[config.mk]
export PLATFORM = sky130hd
export DESIGN_NAME = ring_wb_arbiter
export DESIGN_NICKNAME = d
export VERILOG_FILES = /design/src/rtl/ooo_ring_pkg.sv /design/src/rtl/rr_pick.sv /design/src/rtl/ring_wb_arbiter.sv
export SDC_FILE = /design/constraint.sdc
export NUM_CORES = 1
export LEC_CHECK = 0
export BUFFER_PORTS_ARGS = -buffer_cell sky130_fd_sc_hd__buf_2
export CORE_MARGIN = 5
export CORE_UTILIZATION = 48
export DETAILED_ROUTE_END_ITERATION = 10
export PLACE_DENSITY = 0.76
export SETUP_SLACK_MARGIN = 0.1
export SLEW_MARGIN = 20
export SYNTH_ARGS = -nofsm -noshare
export SYNTH_HDL_FRONTEND = slang
export SYNTH_HIERARCHICAL = 1
export SYNTH_SLANG_ARGS = --single-unit
[constraint.sdc]
create_clock -name clk -period 5.55 [get_ports clk]
set_clock_uncertainty 0.1 [all_clocks]
set_input_delay 0 -clock clk [delete_from_list [all_inputs] [get_ports clk]]
set_output_delay 0 -clock clk [all_outputs]
set_load 0.005 [all_outputs]
[src/rtl/ooo_ring_pkg.sv]
// Shared constants for the out-of-order result ring: functional-unit indices,
// default unit count and index-width helper.
package ooo_ring_pkg;

    localparam int NUM_FU     = 5;
    localparam int FU_LOGICAL = 0;
    localparam int FU_ARITH   = 1;
    localparam int FU_BRANCH  = 2;
    localparam int FU_LD_ST   = 3;
    localparam int FU_MUL_DIV = 4;

    // Width of the out_src / pending_cnt fields.
    localparam int SRC_W = 3;

    function automatic int idx_width(input int n);
        return (n > 1) ? $clog2(n) : 1;
    endfunction

endpackage

[src/rtl/rr_pick.sv]
// Rotating-priority picker: grants the first set request found when searching
// upward from ptr, modulo N. Output is one-hot or zero.
module rr_pick #(
    parameter int N  = 5,
    parameter int PW = 3
) (
    input  logic [N-1:0]  req,
    input  logic [PW-1:0] ptr,
    output logic [N-1:0]  gnt
);

    always_comb begin
        logic        w_found;
        logic [PW:0] w_idx;
        gnt     = '0;
        w_found = 1'b0;
        w_idx   = '0;
        for (int k = 0; k < N; k++) begin
            w_idx = {1'b0, ptr} + (PW+1)'(k);
            if (w_idx >= (PW+1)'(N)) begin
                w_idx = w_idx - (PW+1)'(N);
            end
            if (!w_found && req[w_idx[PW-1:0]]) begin
                gnt[w_idx[PW-1:0]] = 1'b1;
                w_found            = 1'b1;
            end
        end
    end

endmodule

[src/rtl/ring_wb_arbiter.sv]
// Writeback arbiter: one holding buffer per functional unit, round-robin
// injection of buffered results into the ring head slot.
module ring_wb_arbiter #(
    parameter int XLEN          = 32,
    parameter int PHYS_REG_SIZE = 256,
    parameter int ROB_ENTRY     = 256,
    parameter int NUM_FU        = ooo_ring_pkg::NUM_FU,
    localparam int PRW          = $clog2(PHYS_REG_SIZE),
    localparam int RBW          = $clog2(ROB_ENTRY)
) (
    input  logic                   clk,
    input  logic                   rst,
    input  logic [NUM_FU-1:0]      fu_valid,
    output logic [NUM_FU-1:0]      fu_ready,
    input  logic [NUM_FU*PRW-1:0]  fu_reg,
    input  logic [NUM_FU*XLEN-1:0] fu_val,
    input  logic [NUM_FU*RBW-1:0]  fu_rob,
    input  logic                   ring_slot_busy,
    input  logic                   flush,
    output logic                   out_valid,
    output logic [PRW-1:0]         out_reg,
    output logic [XLEN-1:0]        out_val,
    output logic [RBW-1:0]         out_rob_entry,
    output logic [2:0]             out_src,
    output logic [2:0]             pending_cnt
);
    import ooo_ring_pkg::*;

    localparam int PTW = idx_width(NUM_FU);

    logic [NUM_FU-1:0] r_buf_valid;
    logic [PRW-1:0]    r_buf_reg [NUM_FU];
    logic [XLEN-1:0]   r_buf_val [NUM_FU];
    logic [RBW-1:0]    r_buf_rob [NUM_FU];

    logic              r_out_valid;
    logic [PRW-1:0]    r_out_reg;
    logic [XLEN-1:0]   r_out_val;
    logic [RBW-1:0]    r_out_rob;
    logic [SRC_W-1:0]  r_out_src;
    logic [SRC_W-1:0]  r_pending_cnt;
    logic [PTW-1:0]    r_rr_ptr;

    logic [NUM_FU-1:0] w_req;
    logic [NUM_FU-1:0] w_gnt;
    logic [NUM_FU-1:0] w_ready;
    logic [NUM_FU-1:0] w_accept;
    logic [NUM_FU-1:0] w_buf_valid_next;
    logic              w_any_gnt;
    logic [PRW-1:0]    w_sel_reg;
    logic [XLEN-1:0]   w_sel_val;
    logic [RBW-1:0]    w_sel_rob;
    logic [SRC_W-1:0]  w_sel_src;
    logic [SRC_W-1:0]  w_pend_next;
    logic [PTW-1:0]    w_rr_next;

    // Nothing may be injected while the head slot is taken or during a flush.
    assign w_req = r_buf_valid & {NUM_FU{~ring_slot_busy & ~flush}};

    rr_pick #(
        .N  (NUM_FU),
        .PW (PTW)
    ) u_pick (
        .req (w_req),
        .ptr (r_rr_ptr),
        .gnt (w_gnt)
    );

    generate
        for (genvar gi = 0; gi < NUM_FU; gi++) begin : g_fu
            // A buffer being drained this cycle can take a new result at once.
            assign w_ready[gi]          = ~rst & ~flush & (~r_buf_valid[gi] | w_gnt[gi]);
            assign w_accept[gi]         = fu_valid[gi] & w_ready[gi];
            assign w_buf_valid_next[gi] = ~flush & (w_accept[gi] | (r_buf_valid[gi] & ~w_gnt[gi]));
        end
    endgenerate

    assign fu_ready = w_ready;

    always_comb begin
        w_sel_reg   = '0;
        w_sel_val   = '0;
        w_sel_rob   = '0;
        w_sel_src   = '0;
        w_pend_next = '0;
        for (int i = 0; i < NUM_FU; i++) begin
            if (w_gnt[i]) begin
                w_sel_reg = r_buf_reg[i];
                w_sel_val = r_buf_val[i];
                w_sel_rob = r_buf_rob[i];
                w_sel_src = SRC_W'(i);
            end
            w_pend_next = w_pend_next + SRC_W'(w_buf_valid_next[i]);
        end
        w_any_gnt = |w_gnt;
        w_rr_next = (w_sel_src == SRC_W'(NUM_FU - 1)) ? '0 : PTW'(w_sel_src) + PTW'(1);
    end

    always_ff @(posedge clk) begin
        if (rst) begin
            r_buf_valid <= '0;
        end else begin
            r_buf_valid <= w_buf_valid_next;
        end
        for (int i = 0; i < NUM_FU; i++) begin
            if (w_accept[i]) begin
                r_buf_reg[i] <= fu_reg[i*PRW +: PRW];
                r_buf_val[i] <= fu_val[i*XLEN +: XLEN];
                r_buf_rob[i] <= fu_rob[i*RBW +: RBW];
            end
        end
    end

    always_ff @(posedge clk) begin
        if (rst) begin
            r_out_valid   <= 1'b0;
            r_out_reg     <= '0;
            r_out_val     <= '0;
            r_out_rob     <= '0;
            r_out_src     <= '0;
            r_pending_cnt <= '0;
            r_rr_ptr      <= '0;
        end else begin
            r_out_valid   <= w_any_gnt;
            r_pending_cnt <= w_pend_next;
            if (w_any_gnt) begin
                r_out_reg <= w_sel_reg;
                r_out_val <= w_sel_val;
                r_out_rob <= w_sel_rob;
                r_out_src <= w_sel_src;
                r_rr_ptr  <= w_rr_next;
            end
        end
    end

    assign out_valid     = r_out_valid;
    assign out_reg       = r_out_reg;
    assign out_val       = r_out_val;
    assign out_rob_entry = r_out_rob;
    assign out_src       = r_out_src;
    assign pending_cnt   = r_pending_cnt;

endmodule

==> metrics <==
drt via density=5.84; placer congestion estimate=0.908; Overall Power=0.00913 W; largest net degree at the start of global routing=105; clk_lat worst skew=570 ps; Synth Register Bits=303; Starting Density=48.9%; status=completed; overall die width=173 um; Post-Synthesis Cells=1032; CP most frequent cell=or3_1; Final setup viols=0; Hold WS=34.1 ps; CP Capture Type=register; IO Port Bufs=308; final slew viol count=0; top post-synthesis cells by area=edfxtp_1 (56%), dfxtp_1 (9.9%), a21oi_1 (4.5%); first-pass GRT wire length=70400 um; Critical Path AT=5330 ps; Max Fanout on Critical Path=49; LEAKAGE=7.17 nW; ys async rst share=0%; syn nets=1294; post-route setup slack=547 ps; number of global-route vias before repair=12000; Ports=309; antenna violations before repair=7; max-cap violations=0; CTS tree=done; mapped cell area=12800 um2; overflow left after global routing=0; CP cell instances=ha_1 > inv_1 > fa_1 > nor2_1 > o311ai_0 > a2111oi_2 > or4_1 > nor4_1 > or3_1 > buf_4 > or3_1 > or3_4 > o21ai_0 > a31oi_1; Seq/Total Area, Yosys=66.2%; Slew @ Worst Pin=1060 ps; crit path time final=5000 ps; Bufs on Longest Clock Path=3; Post-Route WL=46500 um; # rows=59; H-tree levels=1; Yosys top cell area share=56.3%; sequential power share=31.0%; worst ir drop on vdd=405 uV; CP max stage cell=or3_4; kind of critical path=reg2reg; Hold Crit Class=in2reg; Layout Nets=1844; clock-pin slew on the worst setup and hold paths=60 ps; die area=30000 um2; Slew Limit Headroom=29.4%; TritonRoute pass-1 iters=6; Core Region=26100 um2; Area Growth Syn to Fin=42.6%; chip height=173 um; root buf cell=clkbuf_16; minimum setup slack after placement=668 ps; pwr dens=501 nW/um2; total track usage=29.8%; setup tns final=0 ps; combinational power share=47.4%; antenna viol nets, final=0; Switching Share=41.1%; drt drc=0; via count=11400; RSZ-0062 raised after global routing=no; CTS Sinks=303; Distinct cells, synth=74; EDFF count, synth=240; slowest stage delay, CP=630 ps; drt initial violations=1253; Int Pwr=0.00538 W; DP Wirelength=25000 um; f_max=0.200 GHz; Worst setup SP type=register; Num CTS Buffers=31; Top FF cell, synth=edfxtp_1; Critical Path RT=5870 ps; Switch Pwr=0.00375 W; max reg flops=160; drt wl/cell=23.9 um; Syn. warnings=6; period utilization=90.1%; Synth area leader=edfxtp_1; Clk pwr share=21.7%; Final Hold Fails=0; average footprint of a synthesized cell=12.4 um2; post-CTS setup buffers=0; layout cells sized above 1=29.0%
-- layer usage --
layer  GRT usage (%)  part of all wire (%)  vias to the layer above
met5               0                 0.028                        -
met4            14.9                   5.5                        2
met3            5.17                   8.4                      168
met2            51.9                    51                      806
met1            35.7                    35                     5426
li1                -                     -                     4969
-- worst paths after layout --
path | from | end | slack, ps | cells after the start
setup / recovery | r_rr_ptr[1]$_SDFFE_PP0P_ | out_reg[6]$_SDFFE_PP0P_ | 550 | 14
hold / removal | fu_val[37] | r_buf_val[0][37]$_DFFE_PP_ | 30 | 2
setup reg to reg | r_rr_ptr[1]$_SDFFE_PP0P_ | out_reg[6]$_SDFFE_PP0P_ | 550 | 14
hold reg to reg | out_src[2]$_SDFFE_PP0P_ | out_src[2]$_SDFFE_PP0P_ | 400 | 2
-- cell type report --
| class | instances | area [um2] |
|---|---|---|
| Sequential cell | 303 | 8470 |
| Fill cell | 1768 | 7890 |
| Timing Repair Buffer | 590 | 4380 |
| Multi-Input combinational cell | 594 | 3780 |
| Clock buffer | 38 | 812 |
| Tap cell | 335 | 419 |
| Inverter | 62 | 233 |
| Clock inverter | 18 | 131 |
| Antenna cell | 7 | 17.5 |
-- logic make-up (layout without fill, tap and decap cells) --
family	after synthesis	in the layout	synth area share (%)
AO/OA/AOI/OAI	368	368	17.9
multiplexers	16	16	1.36
other	0	7	0
buffers and inverters	135	708	4.47
flip-flops	303	303	66.2
AND/OR/NAND/NOR	197	197	8.58
adder cells (fa/ha/maj)	13	13	1.45
-- Yosys cell counts, types with 16 or more instances --
cell / number
or2_2: 45
a31oi_1: 50
a22oi_1: 49
clkbuf_1: 48
nand2_1: 21
nor2b_1: 16
dfxtp_1: 63
o21ai_0: 89
a21oi_1: 116
nor2_1: 41
inv_1: 61
edfxtp_1: 240
-- through the flow --
step,cell area (um2),utilization [%],std cells
after global routing,18200,69.8,1946
final,18200,69.8,1947
after CTS,18200,69.7,1940
after global placement,14800,56.5,1632
after floorplan,12800,-,1032
after detailed placement,14800,56.5,1632
-- power groups by stage --
stage / combinational [W] / sequential (W) / clock [W]
after floorplan: 0.00267 / 0.00285 / 0
after global placement: 0.00384 / 0.00285 / 0
after detailed placement: 0.00392 / 0.00286 / 0
after CTS: 0.00409 / 0.00281 / 0.00196
after global routing: 0.00467 / 0.00284 / 0.00209
final: 0.00432 / 0.00283 / 0.00198
-- cells in the final DEF, fill, tap and decap left out, types with 41 or more instances in the layout --
| cell type | instances |
|---|---|
| a22oi_1 | 49 |
| o21ai_0 | 88 |
| a21oi_1 | 116 |
| or2_2 | 45 |
| buf_2 | 308 |
| edfxtp_1 | 240 |
| dlygate4sd3_1 | 252 |
| nor2_1 | 41 |
| dfxtp_1 | 63 |
| inv_1 | 60 |
| a31oi_1 | 50 |
-- worst max-delay path: cells and delay by family, from the launching register on --
| family | cells | cell delay (ps) |
|---|---|---|
| AO/OA/AOI/OAI | 4 | 1120 |
| adder cells (fa/ha/maj) | 2 | 650 |
| buffers and inverters | 2 | 250 |
| flip-flops | 1 | 540 |
| AND/OR/NAND/NOR | 6 | 2200 |
-- timing repair --
item,CTS,global route
hold buffers,252,0
resized for setup,0,0
setup endpoints to repair,0,0
endpoints found under the hold margin,247,0
Power figures use the tool's default switching activity.
